### config.mk
export PLATFORM = sky130hd
export DESIGN_NAME = multicycle_controller
export DESIGN_NICKNAME = d
export VERILOG_FILES = /design/src/rtl/multicycle_controller.sv
export SDC_FILE = /design/constraint.sdc
export NUM_CORES = 1
export LEC_CHECK = 0
export CORE_AREA = 2 2 39 41
export CTS_BUF_LIST = sky130_fd_sc_hd__clkbuf_8
export CTS_CLUSTER_SIZE = 28
export DETAILED_ROUTE_END_ITERATION = 8
export DIE_AREA = 0 0 41 43
export GPL_TIMING_DRIVEN = 0
export PLACE_DENSITY = 0.81
export RECOVER_POWER = 25
export SLEW_MARGIN = 20
export SYNTH_ARGS = -nofsm -noshare
export SYNTH_HDL_FRONTEND = slang
export SYNTH_SLANG_ARGS = --single-unit
### constraint.sdc
create_clock -name clk -period 3.86 [get_ports clk]
set_input_delay 1.158 -clock clk [delete_from_list [all_inputs] [get_ports clk]]
set_output_delay 1.158 -clock clk [all_outputs]
set_load 0.005 [all_outputs]
### src/rtl/multicycle_controller.sv
// ----------------------------------------------------------------------------
// multicycle_controller
//
// Moore main-control FSM for the multicycle RV32I core. One instruction is
// sequenced over 3..5 states (plus memory wait states). All datapath selects
// are decoded from the current state only; mem_ready and zero gate only the
// FETCH ir_write/pc_update strobes, the state-advance conditions, and the BEQ
// pc_write.
//
// Supported: lw, sw, R-type, I-type ALU, beq, jal.
//
// Optional feature (compile-time macro MC_ILLEGAL_OP_EN):
//   defined   : an unknown opcode in DECODE enters TRAP (encoding 12), which
//               holds until reset. While in TRAP illegal_op=1 and every other
//               output is 0, so the flag is sticky until rst_n asserts.
//   undefined : an unknown opcode is executed as a NOP (DECODE -> FETCH),
//               illegal_op is tied 0 and encoding 12 is unused.
//
// Parameters
//   STATE_W     width of dbg_state; must be >= 4
//
// Ports
//   clk         in   core clock, rising edge
//   rst_n       in   asynchronous active-low reset
//   op[6:0]     in   instr[6:0] from the instruction register
//   zero        in   ALU zero flag, meaningful in BEQ
//   mem_ready   in   memory access completes this cycle
//   pc_write    out  PC enable = pc_update | (branch & zero)
//   adr_src     out  0: address = PC, 1: address = result
//   mem_write   out  data memory write strobe
//   ir_write    out  IR / OldPC load enable
//   reg_write   out  register file write enable
//   result_src  out  00 ALUOut, 01 Data, 10 ALUResult
//   alu_src_a   out  00 PC, 01 OldPC, 10 RD1
//   alu_src_b   out  00 RD2, 01 ImmExt, 10 constant 4
//   alu_op      out  00 add, 01 sub, 10 funct-decoded
//   illegal_op  out  sticky illegal-opcode flag
//   dbg_state   out  current state encoding, zero-extended to STATE_W
// ----------------------------------------------------------------------------
module multicycle_controller #(
  parameter int STATE_W = 4
) (
  input  logic               clk,
  input  logic               rst_n,
  input  logic [6:0]         op,
  input  logic               zero,
  input  logic               mem_ready,
  output logic               pc_write,
  output logic               adr_src,
  output logic               mem_write,
  output logic               ir_write,
  output logic               reg_write,
  output logic [1:0]         result_src,
  output logic [1:0]         alu_src_a,
  output logic [1:0]         alu_src_b,
  output logic [1:0]         alu_op,
  output logic               illegal_op,
  output logic [STATE_W-1:0] dbg_state
);

  // State encodings are architecturally visible through dbg_state.
  typedef enum logic [3:0] {
    S_RST    = 4'd0,
    S_FETCH  = 4'd1,
    S_DECODE = 4'd2,
    S_MEMADR = 4'd3,
    S_MEMRD  = 4'd4,
    S_MEMWB  = 4'd5,
    S_MEMWR  = 4'd6,
    S_EXECR  = 4'd7,
    S_EXECI  = 4'd8,
    S_ALUWB  = 4'd9,
    S_BEQ    = 4'd10,
    S_JAL    = 4'd11,
    S_TRAP   = 4'd12
  } state_e;

  localparam logic [6:0] OP_LW   = 7'b0000011;
  localparam logic [6:0] OP_SW   = 7'b0100011;
  localparam logic [6:0] OP_RTYP = 7'b0110011;
  localparam logic [6:0] OP_ITYP = 7'b0010011;
  localparam logic [6:0] OP_BEQ  = 7'b1100011;
  localparam logic [6:0] OP_JAL  = 7'b1101111;

  localparam logic [1:0] RES_ALUOUT = 2'b00;
  localparam logic [1:0] RES_DATA   = 2'b01;
  localparam logic [1:0] RES_ALURES = 2'b10;

  localparam logic [1:0] SRCA_PC    = 2'b00;
  localparam logic [1:0] SRCA_OLDPC = 2'b01;
  localparam logic [1:0] SRCA_RD1   = 2'b10;

  localparam logic [1:0] SRCB_RD2   = 2'b00;
  localparam logic [1:0] SRCB_IMM   = 2'b01;
  localparam logic [1:0] SRCB_FOUR  = 2'b10;

  localparam logic [1:0] ALU_ADD    = 2'b00;
  localparam logic [1:0] ALU_SUB    = 2'b01;
  localparam logic [1:0] ALU_FUNCT  = 2'b10;

  state_e state_q;
  state_e state_d;

  logic pc_update;
  logic branch;

  // --------------------------------------------------------------------------
  // State register. Asynchronous reset abandons any in-flight instruction;
  // because every strobe is decoded from state, writes stop at once.
  // --------------------------------------------------------------------------
  always_ff @(posedge clk or negedge rst_n) begin
    if (!rst_n) begin
      state_q <= S_RST;
    end else begin
      state_q <= state_d;
    end
  end

  // --------------------------------------------------------------------------
  // Next-state logic. op is only looked at in DECODE and MEMADR.
  // --------------------------------------------------------------------------
  always_comb begin
    state_d = state_q;
    case (state_q)
      S_RST:    state_d = S_FETCH;
      S_FETCH:  if (mem_ready) state_d = S_DECODE;
      S_DECODE: begin
        case (op)
          OP_LW, OP_SW: state_d = S_MEMADR;
          OP_RTYP:      state_d = S_EXECR;
          OP_ITYP:      state_d = S_EXECI;
          OP_BEQ:       state_d = S_BEQ;
          OP_JAL:       state_d = S_JAL;
`ifdef MC_ILLEGAL_OP_EN
          default:      state_d = S_TRAP;
`else
          default:      state_d = S_FETCH;
`endif
        endcase
      end
      // lw and sw differ only in op[5].
      S_MEMADR: state_d = op[5] ? S_MEMWR : S_MEMRD;
      S_MEMRD:  if (mem_ready) state_d = S_MEMWB;
      S_MEMWB:  state_d = S_FETCH;
      S_MEMWR:  if (mem_ready) state_d = S_FETCH;
      S_EXECR:  state_d = S_ALUWB;
      S_EXECI:  state_d = S_ALUWB;
      S_ALUWB:  state_d = S_FETCH;
      S_BEQ:    state_d = S_FETCH;
      // jal still has to write PC+4 into rd, which ALUWB does from ALUOut.
      S_JAL:    state_d = S_ALUWB;
`ifdef MC_ILLEGAL_OP_EN
      S_TRAP:   state_d = S_TRAP;
`endif
      // Unreachable encodings recover through the reset state.
      default:  state_d = S_RST;
    endcase
  end

  // --------------------------------------------------------------------------
  // Output decode (Moore). Every output defaults to 0.
  // --------------------------------------------------------------------------
  always_comb begin
    pc_update  = 1'b0;
    branch     = 1'b0;
    adr_src    = 1'b0;
    mem_write  = 1'b0;
    ir_write   = 1'b0;
    reg_write  = 1'b0;
    result_src = RES_ALUOUT;
    alu_src_a  = SRCA_PC;
    alu_src_b  = SRCB_RD2;
    alu_op     = ALU_ADD;
    illegal_op = 1'b0;
    case (state_q)
      S_FETCH: begin
        // PC+4 goes straight from the ALU into the PC while the IR loads.
        adr_src    = 1'b0;
        alu_src_a  = SRCA_PC;
        alu_src_b  = SRCB_FOUR;
        alu_op     = ALU_ADD;
        result_src = RES_ALURES;
        ir_write   = mem_ready;
        pc_update  = mem_ready;
      end
      S_DECODE: begin
        // Branch target OldPC+imm lands in ALUOut for BEQ to use.
        alu_src_a = SRCA_OLDPC;
        alu_src_b = SRCB_IMM;
        alu_op    = ALU_ADD;
      end
      S_MEMADR: begin
        alu_src_a = SRCA_RD1;
        alu_src_b = SRCB_IMM;
        alu_op    = ALU_ADD;
      end
      S_MEMRD: begin
        adr_src    = 1'b1;
        result_src = RES_ALUOUT;
      end
      S_MEMWB: begin
        result_src = RES_DATA;
        reg_write  = 1'b1;
      end
      S_MEMWR: begin
        adr_src    = 1'b1;
        result_src = RES_ALUOUT;
        mem_write  = 1'b1;
      end
      S_EXECR: begin
        alu_src_a = SRCA_RD1;
        alu_src_b = SRCB_RD2;
        alu_op    = ALU_FUNCT;
      end
      S_EXECI: begin
        alu_src_a = SRCA_RD1;
        alu_src_b = SRCB_IMM;
        alu_op    = ALU_FUNCT;
      end
      S_ALUWB: begin
        result_src = RES_ALUOUT;
        reg_write  = 1'b1;
      end
      S_BEQ: begin
        // ALU computes rs1-rs2 for the zero flag; PC takes ALUOut target.
        alu_src_a  = SRCA_RD1;
        alu_src_b  = SRCB_RD2;
        alu_op     = ALU_SUB;
        result_src = RES_ALUOUT;
        branch     = 1'b1;
      end
      S_JAL: begin
        // PC <- ALUOut (jump target from DECODE) while ALU forms OldPC+4.
        alu_src_a  = SRCA_OLDPC;
        alu_src_b  = SRCB_FOUR;
        alu_op     = ALU_ADD;
        result_src = RES_ALUOUT;
        pc_update  = 1'b1;
      end
`ifdef MC_ILLEGAL_OP_EN
      S_TRAP: begin
        // TRAP is left only through reset, which makes the flag sticky.
        illegal_op = 1'b1;
      end
`endif
      default: begin
      end
    endcase
  end

  assign pc_write = pc_update | (branch & zero);

  always_comb begin
    dbg_state      = '0;
    dbg_state[3:0] = state_q;
  end

`ifndef SYNTHESIS
  // Structural invariants of the decode table.
  a_store_uses_result_adr : assert property (@(posedge clk) disable iff (!rst_n)
    mem_write |-> adr_src);
  a_no_write_conflict : assert property (@(posedge clk) disable iff (!rst_n)
    !(mem_write && reg_write));
  a_ir_only_in_fetch : assert property (@(posedge clk) disable iff (!rst_n)
    ir_write |-> (state_q == S_FETCH));
`endif

endmodule

Word-level counts from Yosys, hierarchy flattened
Index checks and enable logic that the tools add are counted.
{"block": "totals", "input_bits": 11, "output_inout_bits": 18, "word_cells": 51, "ff_bits": 4}
{"block": "op_classes", "bitwise": 2, "n_reduce_logical": 12, "muxes": 16, "eq_ne": 20}
{"op": "$pmux W4 S7", "count": 1}
{"op": "$pmux W4 S5", "count": 1}
{"op": "$eq A4 B3 Y1 const B", "count": 4}
{"op": "$eq A4 B4 Y1 const B", "count": 4}
{"op": "$pmux W2 S2", "count": 4}
{"op": "$eq A7 B6 Y1 const B", "count": 2}
{"op": "$eq A7 B7 Y1 const B", "count": 2}
{"op": "$mux W4", "count": 3}
{"op": "$reduce_or A2 Y1", "count": 6}
{"op": "$eq A4 B2 Y1 const B", "count": 2}
{"op": "$reduce_or A4 Y1", "count": 2}
{"op": "$eq A7 B2 Y1 const B", "count": 1}
{"op": "$eq A7 B5 Y1 const B", "count": 1}
{"op": "$ne A2 B2 Y1 const B", "count": 3}
{"op": "$reduce_or A3 Y1", "count": 2}
{"op": "$mux W1", "count": 5}
{"op": "$eq A4 B1 Y1 const B", "count": 1}
{"op": "$logic_not A4 Y1", "count": 1}
{"op": "$reduce_and A3 Y1", "count": 1}
{"op": "$mux W2", "count": 1}
{"op": "$pmux W1 S2", "count": 1}
{"op": "$and A1 B1 Y1", "count": 1}
{"op": "$or A1 B1 Y1", "count": 1}

Depth between registers and ports, before layout
{"block": "depth", "ltp_word": 4, "mapped_depth": 6, "depth_no_buf": 4}

Worst setup path after synthesis
No wires, ideal clock.
{"block": "synth_path", "path_kind": "input to output", "from": "input port mem_ready", "to": "output port pc_write", "path_buffers": 0, "path_slack_ps": 1219, "t_required_ps": 2702, "arrival_ps": 1483, "path_stages": 3, "cell_sequence": "and2_1 o21ai_0 a21oi_1"}
{"block": "synth_via", "elab_chain_cells": 2}
{"item": "start, declared", "line_no": "47", "rtl": "input logic mem_ready,"}
{"item": "$pmux W1 S2", "line_no": "175", "rtl": "case (state_q)"}
{"item": "$or A1 B1 Y1", "line_no": "251", "rtl": "assign pc_write = pc_update | (branch & zero);"}
{"item": "end, declared", "line_no": "48", "rtl": "output logic pc_write,"}
Every way passes these cells.

Final worst setup path
{"block": "layout_path", "from": "input port zero", "to": "output port pc_write"}
{"block": "layout_via", "elab_chain_cells": 2}
{"item": "start, declared", "line_no": "46", "rtl": "input logic zero,"}
{"item": "$and A1 B1 Y1", "line_no": "251"}
{"item": "$or A1 B1 Y1", "line_no": "251"}
Every way passes these cells.

==> report_table.html <==
<table>
<tr><th>Metric</th><th>Value</th></tr>
<tr><th colspan="2">Die</th></tr>
<tr><td>Placeable core region</td><td>1380 um^2</td></tr>
<tr><td>Number of primary I/O pins</td><td>29</td></tr>
<tr><td>Width of the die</td><td>41 um</td></tr>
<tr><td>Std-Cell Rows</td><td>14</td></tr>
<tr><td>Initial standard-cell utilization of the core</td><td>37.8%</td></tr>
<tr><td>Overall die area</td><td>1760 um^2</td></tr>
<tr><td>Die Span Y</td><td>43 um</td></tr>
<tr><th colspan="2">GRT</th></tr>
<tr><td>GRT Total Usage</td><td>19.5%</td></tr>
<tr><td>Global-route track usage on met1</td><td>21.8%</td></tr>
<tr><td>Maximum number of pins on one net before global-route repair</td><td>11</td></tr>
<tr><td>Routing usage on met3</td><td>3.14%</td></tr>
<tr><td>Global-route wire length before repair</td><td>2300 um</td></tr>
<tr><td>GR Overflow Total</td><td>0</td></tr>
<tr><td>Initial antenna violation count</td><td>0</td></tr>
<tr><td>Global Route met2 Usage</td><td>30.3%</td></tr>
<tr><td>Busiest layer in global routing</td><td>met2</td></tr>
<tr><td>Number of global-route vias before repair</td><td>577</td></tr>
<tr><th colspan="2">Hold path</th></tr>
<tr><td>Beginning of the worst hold path</td><td>dbg_state[3]</td></tr>
<tr><td>Path class of the lowest-slack min-delay path</td><td>flip-flop to flip-flop</td></tr>
<tr><th colspan="2">Worst setup path</th></tr>
<tr><td>Count of buffering cells on the critical path with inverters included</td><td>2</td></tr>
<tr><td>Endpoint arrival time on the critical path</td><td>2.30 ns</td></tr>
<tr><td>R2R Path Start</td><td>dbg_state[2]</td></tr>
<tr><td>Crit Path Class</td><td>input port to output pin</td></tr>
<tr><td>Highest cell delay on the worst timing path</td><td>0.51 ns</td></tr>
<tr><td>Critical path's top delay family</td><td>buffers and inverters</td></tr>
<tr><td>CP Max Fanout</td><td>1</td></tr>
<tr><td>Crit-path slowest cell</td><td>sky130_fd_sc_hd__clkdlybuf4s50_1</td></tr>
<tr><td>CP most frequent cell</td><td>sky130_fd_sc_hd__clkdlybuf4s50_1</td></tr>
<tr><td>Launching element type of the critical path</td><td>input port</td></tr>
<tr><td>Cells along the critical path</td><td>clkdlybuf4s50_1 -&gt; nand2_1 -&gt; a21oi_1 -&gt; clkdlybuf4s50_1</td></tr>
<tr><td>Data required time at the worst endpoint</td><td>2.70 ns</td></tr>
<tr><td>Endpoint class of the critical path</td><td>output pin</td></tr>
<tr><td>Start point of the critical path</td><td>zero</td></tr>
<tr><td>Slack of the worst reg-to-reg path</td><td>2.54 ns</td></tr>
<tr><th colspan="2">Synth</th></tr>
<tr><td>Yosys top cell area share</td><td>19.1%</td></tr>
<tr><td>Yosys warns</td><td>0</td></tr>
<tr><td>Avg Inst Size Synth</td><td>7.37 um^2</td></tr>
<tr><td>Flop and latch count out of synthesis</td><td>4</td></tr>
<tr><td>Most area-consuming cells after synthesis</td><td>sky130_fd_sc_hd__dfrtp_1 (19%), sky130_fd_sc_hd__nor2_1 (8.6%), sky130_fd_sc_hd__a21oi_1 (6.7%)</td></tr>
<tr><td>Number of different library cells in the post-synthesis netlist</td><td>29</td></tr>
<tr><td>Post-synth ARST share</td><td>100%</td></tr>
<tr><td>Syn_nets</td><td>82</td></tr>
<tr><td>Post-Syn Instances</td><td>71</td></tr>
<tr><td>Synth area leader</td><td>sky130_fd_sc_hd__dfrtp_1</td></tr>
<tr><td>Most used flip-flop cell after synthesis</td><td>sky130_fd_sc_hd__dfrtp_1</td></tr>
<tr><td>Number of flops mapped to enable cells by yosys</td><td>0</td></tr>
<tr><td>Synth top cells by count</td><td>sky130_fd_sc_hd__nor2_1 (12), sky130_fd_sc_hd__a21oi_1 (7)</td></tr>
<tr><td>Part of the Yosys area used for sequential elements</td><td>19.1%</td></tr>
<tr><td>Post-synthesis instance area</td><td>523 um^2</td></tr>
<tr><td>Leading cell type by number of instances after synthesis</td><td>sky130_fd_sc_hd__nor2_1</td></tr>
<tr><th colspan="2">Timing</th></tr>
<tr><td>Post-route clock period utilization</td><td>89.5%</td></tr>
<tr><td>Setup TNS</td><td>0 ns</td></tr>
<tr><td>Number of hold violations in the final report</td><td>0</td></tr>
<tr><td>Slew Viols, Final</td><td>0</td></tr>
<tr><td>Endpoints failing setup</td><td>0</td></tr>
<tr><td>RSZ-0062 raised after global routing</td><td>false</td></tr>
<tr><td>F_max</td><td>0.289 GHz</td></tr>
<tr><td>Clock period minus final worst setup slack</td><td>3.46 ns</td></tr>
<tr><td>Clock tree skew after final layout</td><td>0.000165 ns</td></tr>
<tr><th colspan="2">Clock network</th></tr>
<tr><td>Clock Latency Late Sink</td><td>0.21 ns</td></tr>
<tr><td>CTS H-tree lvls</td><td>1</td></tr>
<tr><td>Reg clk slew, reported paths</td><td>0.03 ns</td></tr>
<tr><td>Max clock buf depth</td><td>2</td></tr>
<tr><td>TritonCTS clock tree</td><td>built</td></tr>
<tr><td>CTS Hold Bufs</td><td>0</td></tr>
<tr><td>Clock Sink Count</td><td>4</td></tr>
<tr><td>Root Buffer</td><td>sky130_fd_sc_hd__clkbuf_8</td></tr>
<tr><td>Cts bufs inserted</td><td>3</td></tr>
<tr><th colspan="2">Placement</th></tr>
<tr><td>Total half-perimeter wirelength after legalization and detailed placement</td><td>1040 um</td></tr>
<tr><td>Port Buffer Count</td><td>27</td></tr>
<tr><td>Global placement routability congestion</td><td>0.786</td></tr>
<tr><th colspan="2">Power</th></tr>
<tr><td>Power density relative to cell area</td><td>698 nW/um^2</td></tr>
<tr><td>Worst vdd rail ir drop</td><td>323 uV</td></tr>
<tr><td>Total design power</td><td>0.598 mW</td></tr>
<tr><td>Leakage power</td><td>0.336 nW</td></tr>
<tr><th colspan="2">Routing</th></tr>
<tr><td>Final Routed Wirelength</td><td>1310 um</td></tr>
<tr><td>Average detailed-routed wire length per instance</td><td>11.2 um</td></tr>
<tr><td>Final ANT Viol Nets</td><td>0</td></tr>
<tr><td>Via Count</td><td>608</td></tr>
<tr><td>Count of TritonRoute iterations in the first routing pass</td><td>4</td></tr>
<tr><td>Violation count after the first detailed-route iteration</td><td>9</td></tr>
<tr><td>Via density per instance</td><td>5.20</td></tr>
<tr><td>Drc violations</td><td>0</td></tr>
<tr><th colspan="2">Finish</th></tr>
<tr><td>Filler cell count in the final layout</td><td>135</td></tr>
<tr><td>Layout area overhead</td><td>63.9%</td></tr>
<tr><td>Fraction of layout instances using a drive strength above 1</td><td>12.9%</td></tr>
<tr><td>Number of flip-flops under the largest register name</td><td>4</td></tr>
<tr><td>Number of antenna diodes</td><td>0</td></tr>
<tr><td># nets final</td><td>114</td></tr>
<tr><th colspan="2">Run status</th></tr>
<tr><td>Status</td><td>completed</td></tr>
<tr><th colspan="2">Job</th></tr>
<tr><td>Max_cap viols</td><td>0</td></tr>
</table>
kinds of logic after synthesis:
family,after synthesis,synth area share [%]
compound gates,19,23.7
xor+xnor,2,3.35
buf+inv,6,7.42
flops,4,19.1
mux,3,5.74
other cells,1,0.717
simple gates,36,40.0
report_power, final:
group | total, mW | internal (mW) | leakage, nW | switching (mW)
clock network | 0.0855 | 0.0662 | 0.0216 | 0.0193
logic | 0.429 | 0.241 | 0.265 | 0.188
registers | 0.0833 | 0.0600 | 0.0493 | 0.0232
placed cells by master (no fill, tap or decap), types with 2 or more instances in the layout:
cell,instances
sky130_fd_sc_hd__a21oi_1,7
sky130_fd_sc_hd__and2_1,3
sky130_fd_sc_hd__buf_2,4
sky130_fd_sc_hd__clkbuf_8,3
sky130_fd_sc_hd__clkdlybuf4s50_1,23
sky130_fd_sc_hd__dfrtp_1,4
sky130_fd_sc_hd__dlygate4sd3_1,3
sky130_fd_sc_hd__mux2i_1,3
sky130_fd_sc_hd__nand2_1,3
sky130_fd_sc_hd__nand2b_1,4
sky130_fd_sc_hd__nand3b_1,2
sky130_fd_sc_hd__nor2_1,12
sky130_fd_sc_hd__nor3_1,4
sky130_fd_sc_hd__nor3b_1,3
sky130_fd_sc_hd__o21ai_0,4
sky130_fd_sc_hd__xor2_1,2
final timing paths:
check	to	depth (start not counted)
max	pc_write	4
min	dbg_state[3]	2
max reg2reg	dbg_state[1]	4
min reg2reg	dbg_state[3]	2
max in group asynchronous	dbg_state[0]	1
min in group asynchronous	dbg_state[2]	1
metrics by stage:
step	std cells	hold WS [ns]	util, %	worst slack [ns]	cell area, um^2
2_1_floorplan	71	0.641	-	1.22	523
3_3_place_gp	114	0.671	58.8	0.0611	813
3_5_place_dp	114	0.679	58.8	0.0559	813
4_1_cts	117	0.684	61.8	0.0556	855
5_1_grt	117	0.756	61.9	0.333	857
6_report	117	0.690	61.9	0.404	857
tightest hold or removal path, stage by stage, from the launching register on:
cell and delay (ns):
sky130_fd_sc_hd__dfrtp_1 0.35, sky130_fd_sc_hd__or2_1 0.19, sky130_fd_sc_hd__o31ai_1 0.09
timing repair:
action	4_1_cts	5_1_grt
gates resized for setup	0	1
setup endpoints to repair	0	1
buffers inserted	0	0
metal layers:
| metal | vias to the layer above | share of wire [%] |
|---|---|---|
| met1 | 271 | 43 |
| li1 | 313 | - |
| met2 | 20 | 49 |
| met5 | - | 0 |
| met3 | 4 | 4.2 |
| met4 | 0 | 3.7 |
final cells by class:
type | instances | area, um^2 | share of cell area, %
multi-input cells | 61 | 384 | 44.8
repair buffers | 27 | 273 | 31.8
flip-flops and latches | 4 | 100 | 11.7
clock buffers | 3 | 41.3 | 4.82
plain buffers | 6 | 38.8 | 4.53
well taps | 16 | 20.0 | 2.34
Note: power is estimated with default switching activity, not from simulation.
